$ cat src/rtl/prince_ctrl_pkg.sv
// Shared definitions for the PRINCE encryption/decryption sequencers:
// state encoding, round-constant index landmarks and the alpha reflection constant.
package prince_ctrl_pkg;

  localparam int CNT_W = 4;

  typedef enum logic [2:0] {
    ST_IDLE  = 3'd0,
    ST_LOAD  = 3'd1,
    ST_FWD   = 3'd2,
    ST_MID   = 3'd3,
    ST_BWD   = 3'd4,
    ST_FINAL = 3'd5,
    ST_DONE  = 3'd6
  } state_e;

  localparam logic [3:0] RC_FIRST = 4'd11;
  localparam logic [3:0] RC_MID   = 4'd6;
  localparam logic [3:0] RC_LAST  = 4'd0;

  // Reflection constant: k1 ^ ALPHA turns the encryption key schedule into decryption.
  localparam logic [63:0] ALPHA = 64'hc0ac_29b7_c97c_50dd;

endpackage

$ cat src/rtl/prince_stage_counter.sv
// Per-round cycle counter: counts 0..term while enabled, pulses wrap on the terminal
// cycle and returns to 0; clr forces 0 outside the round phases.
module prince_stage_counter
  import prince_ctrl_pkg::*;
(
  input  logic             clk,
  input  logic             reset,
  input  logic             clr,
  input  logic             en,
  input  logic [CNT_W-1:0] term,
  output logic [CNT_W-1:0] cnt,
  output logic             wrap
);

  logic [CNT_W-1:0] cnt_q;

  assign wrap = en && (cnt_q == term);
  assign cnt  = cnt_q;

  always_ff @(posedge clk) begin
    if (reset || clr) begin
      cnt_q <= '0;
    end else if (en) begin
      cnt_q <= wrap ? '0 : cnt_q + 1'b1;
    end
  end

endmodule

$ cat src/rtl/prince_dec_controller.sv
// Decryption-direction sequencer for the masked round-based PRINCE datapath:
// walks RC index 11..0 through load, forward, middle, backward and final phases.
module prince_dec_controller
  import prince_ctrl_pkg::*;
#(
  parameter int SBOX_STAGES = 2,
  parameter int HALF_ROUNDS = 5
) (
  input  logic       clk,
  input  logic       reset,
  input  logic       start,
  input  logic       ack,
  output logic       busy,
  output logic       done,
  output logic       load_sel,
  output logic       fwd_sel,
  output logic       mid_sel,
  output logic       bwd_sel,
  output logic       final_sel,
  output logic [3:0] rc_idx,
  output logic [3:0] stage_cnt,
  output logic       rnd_en
);

  localparam logic [3:0] ROUND_TC   = 4'(SBOX_STAGES - 1);
  localparam logic [3:0] MID_TC     = 4'(2 * SBOX_STAGES - 1);
  // Last backward round constant; the final whitening then uses RC_LAST.
  localparam logic [3:0] RC_BWD_END = 4'(int'(RC_MID) - HALF_ROUNDS);

  state_e     state_q, state_d;
  logic [3:0] rc_q, rc_d;
  logic       rnd_q, rnd_d;
  logic       cnt_en, cnt_wrap;
  logic [3:0] cnt_term;

  assign cnt_en   = (state_q == ST_FWD) || (state_q == ST_MID) || (state_q == ST_BWD);
  assign cnt_term = (state_q == ST_MID) ? MID_TC : ROUND_TC;

  prince_stage_counter u_stage_counter (
    .clk   (clk),
    .reset (reset),
    .clr   (!cnt_en),
    .en    (cnt_en),
    .term  (cnt_term),
    .cnt   (stage_cnt),
    .wrap  (cnt_wrap)
  );

  always_ff @(posedge clk) begin
    if (reset) begin
      state_q <= ST_IDLE;
      rc_q    <= RC_FIRST;
      rnd_q   <= 1'b0;
    end else begin
      state_q <= state_d;
      rc_q    <= rc_d;
      rnd_q   <= rnd_d;
    end
  end

  always_comb begin
    state_d = state_q;
    rc_d    = rc_q;
    case (state_q)
      ST_IDLE: begin
        if (start) begin
          state_d = ST_LOAD;
          rc_d    = RC_FIRST;
        end
      end
      ST_LOAD: begin
        state_d = ST_FWD;
        rc_d    = RC_FIRST - 4'd1;
      end
      ST_FWD: begin
        if (cnt_wrap) begin
          if (rc_q == RC_MID) state_d = ST_MID;
          else                rc_d    = rc_q - 4'd1;
        end
      end
      ST_MID: begin
        if (cnt_wrap) begin
          state_d = ST_BWD;
          rc_d    = RC_MID - 4'd1;
        end
      end
      ST_BWD: begin
        if (cnt_wrap) begin
          if (rc_q == RC_BWD_END) begin
            state_d = ST_FINAL;
            rc_d    = RC_LAST;
          end else begin
            rc_d = rc_q - 4'd1;
          end
        end
      end
      ST_FINAL: state_d = ST_DONE;
      ST_DONE: begin
        if (ack) begin
          state_d = ST_IDLE;
          rc_d    = RC_FIRST;
        end
      end
      default: begin
        state_d = ST_IDLE;
        rc_d    = RC_FIRST;
      end
    endcase
    // Masks are refreshed on every S-box-bearing cycle.
    rnd_d = (state_d == ST_FWD) || (state_d == ST_MID) || (state_d == ST_BWD);
  end

  assign busy      = (state_q != ST_IDLE) && (state_q != ST_DONE);
  assign done      = (state_q == ST_DONE);
  assign load_sel  = (state_q == ST_LOAD);
  assign fwd_sel   = (state_q == ST_FWD);
  assign mid_sel   = (state_q == ST_MID);
  assign bwd_sel   = (state_q == ST_BWD);
  assign final_sel = (state_q == ST_FINAL);
  assign rc_idx    = rc_q;
  assign rnd_en    = rnd_q;

endmodule

$ cat config.mk
export PLATFORM = sky130hd
export DESIGN_NAME = prince_dec_controller
export DESIGN_NICKNAME = d
export VERILOG_FILES = /design/src/rtl/prince_ctrl_pkg.sv /design/src/rtl/prince_stage_counter.sv /design/src/rtl/prince_dec_controller.sv
export SDC_FILE = /design/constraint.sdc
export NUM_CORES = 1
export LEC_CHECK = 0
export ABC_CLOCK_PERIOD_IN_PS = 2300
export BUFFER_PORTS_ARGS = -buffer_cell sky130_fd_sc_hd__buf_2
export CORE_MARGIN = 5
export CORE_UTILIZATION = 29
export CTS_CLUSTER_SIZE = 25
export DETAILED_ROUTE_END_ITERATION = 10
export GPL_TIMING_DRIVEN = 0
export HOLD_SLACK_MARGIN = 0.02
export SYNTH_ARGS = -nofsm -noshare
export SYNTH_HDL_FRONTEND = slang
export SYNTH_HIERARCHICAL = 1
export SYNTH_SLANG_ARGS = --single-unit
export TNS_END_PERCENT = 30
$ cat constraint.sdc
create_clock -name clk -period 2.3 [get_ports clk]
set_input_delay 0.23 -clock clk [delete_from_list [all_inputs] [get_ports clk]]
set_output_delay 0.23 -clock clk [all_outputs]
set_load 0.01 [all_outputs]
Word level (Yosys, flattened, before mapping) --
Index checks and enable logic that the tools add are counted.
Operators by class: add/sub/neg operators 2, equality and inequality tests 19, mux-type cells 18, bitwise logic cells 1, reduce and logical (&&, ||, !) cells 11
Operators with widths (number):
- 4-bit 2-to-1 mux | 8
- 4-bit one-hot mux with 7 select lines | 1
- 3-bit 2-to-1 mux | 7
- 3-bit one-hot mux with 7 select lines | 1
- 3-bit by 2-bit equality test with 1-bit output, second input constant | 4
- 3-bit equality test, second input constant | 4
- 7-bit AND reduction | 1
- 2-bit by 1-bit != test with 1-bit output, second input constant | 3
- 2-bit != test, second input constant | 3
- 1-bit logical OR | 5
- 4-bit by 1-bit adder with 4-bit output, second input constant | 1
- 4-bit by 1-bit equality test with 1-bit output, second input constant | 1
- 4-bit by 2-bit equality test with 1-bit output | 1
- 4-bit by 3-bit equality test with 1-bit output, second input constant | 1
- 4-bit by 1-bit subtractor with 4-bit output, second input constant | 1
- 3-bit by 1-bit equality test with 1-bit output, second input constant | 1
- 3-bit logical NOT | 1
- 3-bit != test, second input constant | 1
- 3-bit nonzero test | 1
- 1-bit logical AND | 2
- 2-bit 2-to-1 mux | 1
- 1-bit logical NOT | 1
- 1-bit NOT | 1
Storage, ports and cells: flip-flop bits (word level) 12, bits of input ports 4, output and inout bits 16

Longest topological paths before layout --
depth in word-level cells 9, depth in mapped cells 10, mapped depth without buffers 10

By module --
Netlist, hierarchy kept.
Modules (own cells, without submodules):
- prince_dec_controller | instances 1, cells an instance 85, area an instance 638.1 um2, sequential area each 160.2 um2
- prince_stage_counter | instances 1, cells an instance 24, area an instance 246.5 um2, sequential area each 80.1 um2

Least setup slack after synthesis --
Ideal clock, no wire load.
path type reg-to-reg, start point register state_q[2], end point register rc_q[2] (netlist: rc_idx[2]), setup time 0.137 ns, arrival 2.246 ns, required time 2.163 ns, slack -0.084 ns, cell stages (with the launch flop) 11, period minus slack after synthesis 2.384 ns, cell sequence dfxtp_1 > or3b_1 > inv_1 > nor2_1 > inv_1 > and4_4 > and2_2 > nand2b_1 > o2bb2ai_1 > a2111oi_0 > o32ai_1
RTL lines:
- start: declaration | RTL line prince_dec_controller.sv:30 | state_e state_q, state_d;
- start signal: assignment | RTL line prince_dec_controller.sv:55 | state_q <= state_d;
- 3-bit equality test *
- named net bwd_sel | RTL line prince_dec_controller.sv:18 | output logic bwd_sel,
- 1-bit logical OR * | RTL line prince_dec_controller.sv:36 | assign cnt_en = (state_q == ST_FWD) || (state_q == ST_MID) || (state_q == ST_BWD);
- named net cnt_en | RTL line prince_dec_controller.sv:33 | logic cnt_en, cnt_wrap;
- 1-bit logical AND * | RTL line prince_stage_counter.sv:17 | assign wrap = en && (cnt_q == term);
- named net cnt_wrap | RTL line prince_dec_controller.sv:33
- 2-bit by 1-bit != test with 1-bit output (no source line)
- 7-bit AND reduction (no source line) *
- end signal: assignment | RTL line prince_dec_controller.sv:56 | rc_q <= rc_d;
- end: declaration | RTL line prince_dec_controller.sv:31 | logic [3:0] rc_q, rc_d;
Mark *: on every way through the listed nets, which the timed path passes. The rest lies on a longest branch. A chain may end at the register's enable or synchronous reset.

Final worst setup path --
start point register state_q[1], end point register rc_q[2] (netlist: rc_idx[2])
Between the ends: cells in the longest elaborated chain, start to end 6
Ends and longest elaborated chain (RTL line):
- 3-bit by 2-bit equality test with 1-bit output (on tied branches) | prince_dec_controller.sv:36, prince_dec_controller.sv:37
- 2-bit 2-to-1 mux or 1-bit logical OR (tied branches) | prince_dec_controller.sv:37, prince_dec_controller.sv:36
- 4-bit by 2-bit equality test with 1-bit output or 1-bit logical OR (tied branches) | prince_stage_counter.sv:17, prince_dec_controller.sv:36
- 1-bit logical AND * | prince_stage_counter.sv:17
- named net cnt_wrap | prince_dec_controller.sv:33
- 2-bit by 1-bit != test with 1-bit output (no source line)
- 7-bit AND reduction (no source line) *
Marks and branches as above.

==> key figures <==
Synthesis
  • Synth cell types: 47
  • Synth Register Bits: 12
  • Post-synthesis sequential area ratio: a little over a quarter
  • Top cell type's share of synthesized area: between 20% and 30%
  • Mapped Area: between 800 and 900 sq um
  • Ys Warns: 6
  • Cell count after synthesis: 109
  • Syn_area_per_cell: just over 8 sq um
  • Synth area leaders: dfxtp_1, ha_1, xnor2_1, nor2_1, inv_1
  • Synth area leader: dfxtp_1

CTS
  • CTS tree: built
  • H-tree levels: 1
  • CTS Buf Count: 3
  • Worst skew pair latency: about 280 ps
  • CTS clock-pin slew for the worst setup and hold paths: approximately 80 ps
  • Clock root cell: clkbuf_4
  • Clock sink count: 12
  • Longest Clk Path Bufs: 2

Worst hold path
  • Min-Delay Path Depth: 3
  • HP Class: input port to register

Route
  • Met3 Wirelength: 89 um
  • Wl on met1: between 1 and 1.5 mm
  • DRT iter0 DRCs: 21
  • Via count: roughly 910
  • Via/cell ratio: approximately 5.3
  • 1st-pass router iterations: 6
  • Metal2 WL: ~1.2 mm
  • DRT antenna net count: 0
  • Highest routed layer: met4
  • DR DRC count: 0
  • Routed Wire Length: between 2 and 2.5 mm
  • Drt wl/cell: about 14 um

Global route
  • Vias in the first global route: ~900
  • First-pass GRT wire length: about 3.9 mm
  • Antenna violations before repair: 0
  • Largest net degree at the start of global routing: 11
  • GRT Util Overall: 11.5%
  • Gr ovfl total: 0

Floorplanning
  • I/O pins: 20
  • Die Height: between 60 and 70 um
  • Die footprint: roughly 0.0043 sq mm
  • Core Area: a little under 0.003 sq mm
  • Site row count: 20
  • Die X: roughly 65 um
  • Initial Util: 29.7%

Timing
  • Setup-failing EPs final: 0
  • F_max: 0.455 GHz
  • RSZ-0062 raised after global routing: yes
  • Worst slew margin: 62.3%
  • Final worst path period share: about 95%
  • Post-layout minimum cycle time: 2200 ps
  • Fin. Hold Viols: 0
  • Final worst slack: 104 ps
  • Hold slack: approximately 280 ps
  • Max-slew violation count: 0
  • Slew @ Worst Pin: approximately 560 ps
  • Max Clock Skew: about 6.3 ps

Worst setup path
  • Crit end category: register
  • Critical Path Max Stage Delay: approximately 360 ps
  • Worst path required time: about 2500 ps
  • Crit-path cells: buf_4 -> nor2b_4 -> and2_4 -> xnor2_1 -> and4_4 -> and2_4 -> buf_4 -> a2bb2oi_4 -> nand3_2 -> o32ai_1
  • Crit path kind: register to register
  • Worst Setup Start Kind: register
  • CP Max Fanout: 10
  • Critical Path AT: ~2400 ps
  • CP max-delay cell: dfxtp_2
  • Reg2Reg Depth: 10

Job
  • Max-Cap Viols: 0

Finish
  • Area delta synth->final: 34.2%
  • Layout cells sized above 1: slightly below 40%
  • Antenna diodes: 0
  • NumNets Final: roughly 150

Status
  • Outcome: completed

Power
  • Static Leak: around 0.51 nW
  • Total power: approximately 0.00053 W
  • Max VDD drop: 0.000187 V
  • PD cells: between 400 and 500 mW/mm^2

Placement
  • IO Port Bufs: 19
  • Post-DP HPWL: 1.75 mm
  • Pre-CTS WS: -347 ps
  • Gpl congestion: 0.819
-- routing by layer --
metal  vias up  global-route usage, %
li1        454                      -
met1       432                   13.7
met2        19                   20.0
met3         4                   2.74
met4         0                   3.89
met5         -                      0
-- Yosys cell counts (all sizes together) --
cell and instances:
dfxtp 12, nor2 10, inv 7, nand2 5, o21ai 5, xnor2 5
a21oi 4, and2 4, ha 4, a211oi 3, nand2b 3, nor3 3
or3 3, a2bb2oi 2, a311oi 2, a31oi 2, and3b 2, buf 2
clkbuf 2, conb 2, nor2b 2, nor3b 2, or2 2, or3b 2
xor2 2, a2111oi 1, a22oi 1, a32oi 1, a41oi 1, and4 1
mux2i 1, nand3 1, nand3b 1, nand4 1, nand4b 1, nor4 1
o211ai 1, o21ba 1, o21bai 1, o2bb2ai 1, o32ai 1, or2b 1
-- cells by family (layout without fill, tap and decap cells) --
logic type / after synthesis / in the layout / synth area share, %
buffers and inverters: 11 / 39 / 4.95
other: 2 / 5 / 0.849
xor gates and xnor gates: 7 / 7 / 6.93
DFF: 12 / 12 / 27.2
muxes: 1 / 1 / 1.13
adders and majority gates: 4 / 4 / 5.66
AOI/OAI and AO/OA: 27 / 27 / 22.8
and+or+nand+nor: 45 / 45 / 30.6
-- final timing paths --
check / slack [ps] / start / end
max: 100 / state_q[1]$_SDFF_PP0_ / rc_idx[2]$_SDFFE_PP0P_
min: 280 / reset / u_stage_counter/cnt[0]$_SDFFE_PP0P_
max reg2reg: 100 / state_q[1]$_SDFF_PP0_ / rc_idx[2]$_SDFFE_PP0P_
min reg2reg: 570 / rc_idx[1]$_SDFFE_PP1P_ / rc_idx[1]$_SDFFE_PP1P_
-- final cells by class --
class | instances | area [sq um]
Timing Repair Buffer | 24 | 133
Fill cell | 296 | 1790
Tap cell | 33 | 41.3
Clock buffer | 4 | 36.3
Multi-Input combinational cell | 89 | 683
Inverter | 7 | 26.3
Buffer | 4 | 21.3
Sequential cell | 12 | 246
-- power by group --
group / switching, W / total (W) / internal, W / leakage [nW]
Sequential: 0.0000126 / 0.000229 / 0.000217 / 0.0993
Combinational: 0.0000708 / 0.000131 / 0.0000604 / 0.394
Clock: 0.0000762 / 0.000172 / 0.0000962 / 0.0210
Total: 0.000160 / 0.000533 / 0.000373 / 0.514
-- critical path: cells and delay by family, from the launching register on --
| family | cells | cell delay (ps) |
|---|---|---|
| buffers and inverters | 2 | 310 |
| AND/OR/NAND/NOR | 5 | 870 |
| flip-flops | 1 | 360 |
| XOR/XNOR | 1 | 120 |
| AO/OA/AOI/OAI | 2 | 450 |
-- registers in the layout, summed over array words and instances (netlist names) --
name                 count
rc_idx                   4
rnd_en                   1
state_q                  3
u_stage_counter/cnt      4
-- stage by stage --
step	setup TNS [ps]	area (sq um)	cells	utilization, %
6_report	0	1190	173	39.9
5_1_grt	-17.0	1190	173	39.9
4_1_cts	0	1150	173	38.6
3_5_place_dp	-1070	1030	164	34.7
3_3_place_gp	-890	1030	164	34.7
2_1_floorplan	0	897	112	-
-- cell usage in the layout (no fill, tap or decap), types with 3 or more instances in the layout --
master    instances
dfxtp_1           9
buf_4             6
nor3_1            3
ha_1              4
a21oi_1           4
nor2_1           10
clkbuf_4          3
inv_1             5
conb_1            5
xnor2_1           5
a211oi_1          3
o21ai_0           4
nand2b_1          3
nand2_1           5
buf_2            20
-- timing repair --
action,4_1_cts,5_1_grt
endpoints found under the setup margin,4,3
hold buffers,0,0
gates resized for setup,16,5
gates cloned,0,0
setup buffers,5,0
pin swaps,4,1
Power figures use the tool's default switching activity.
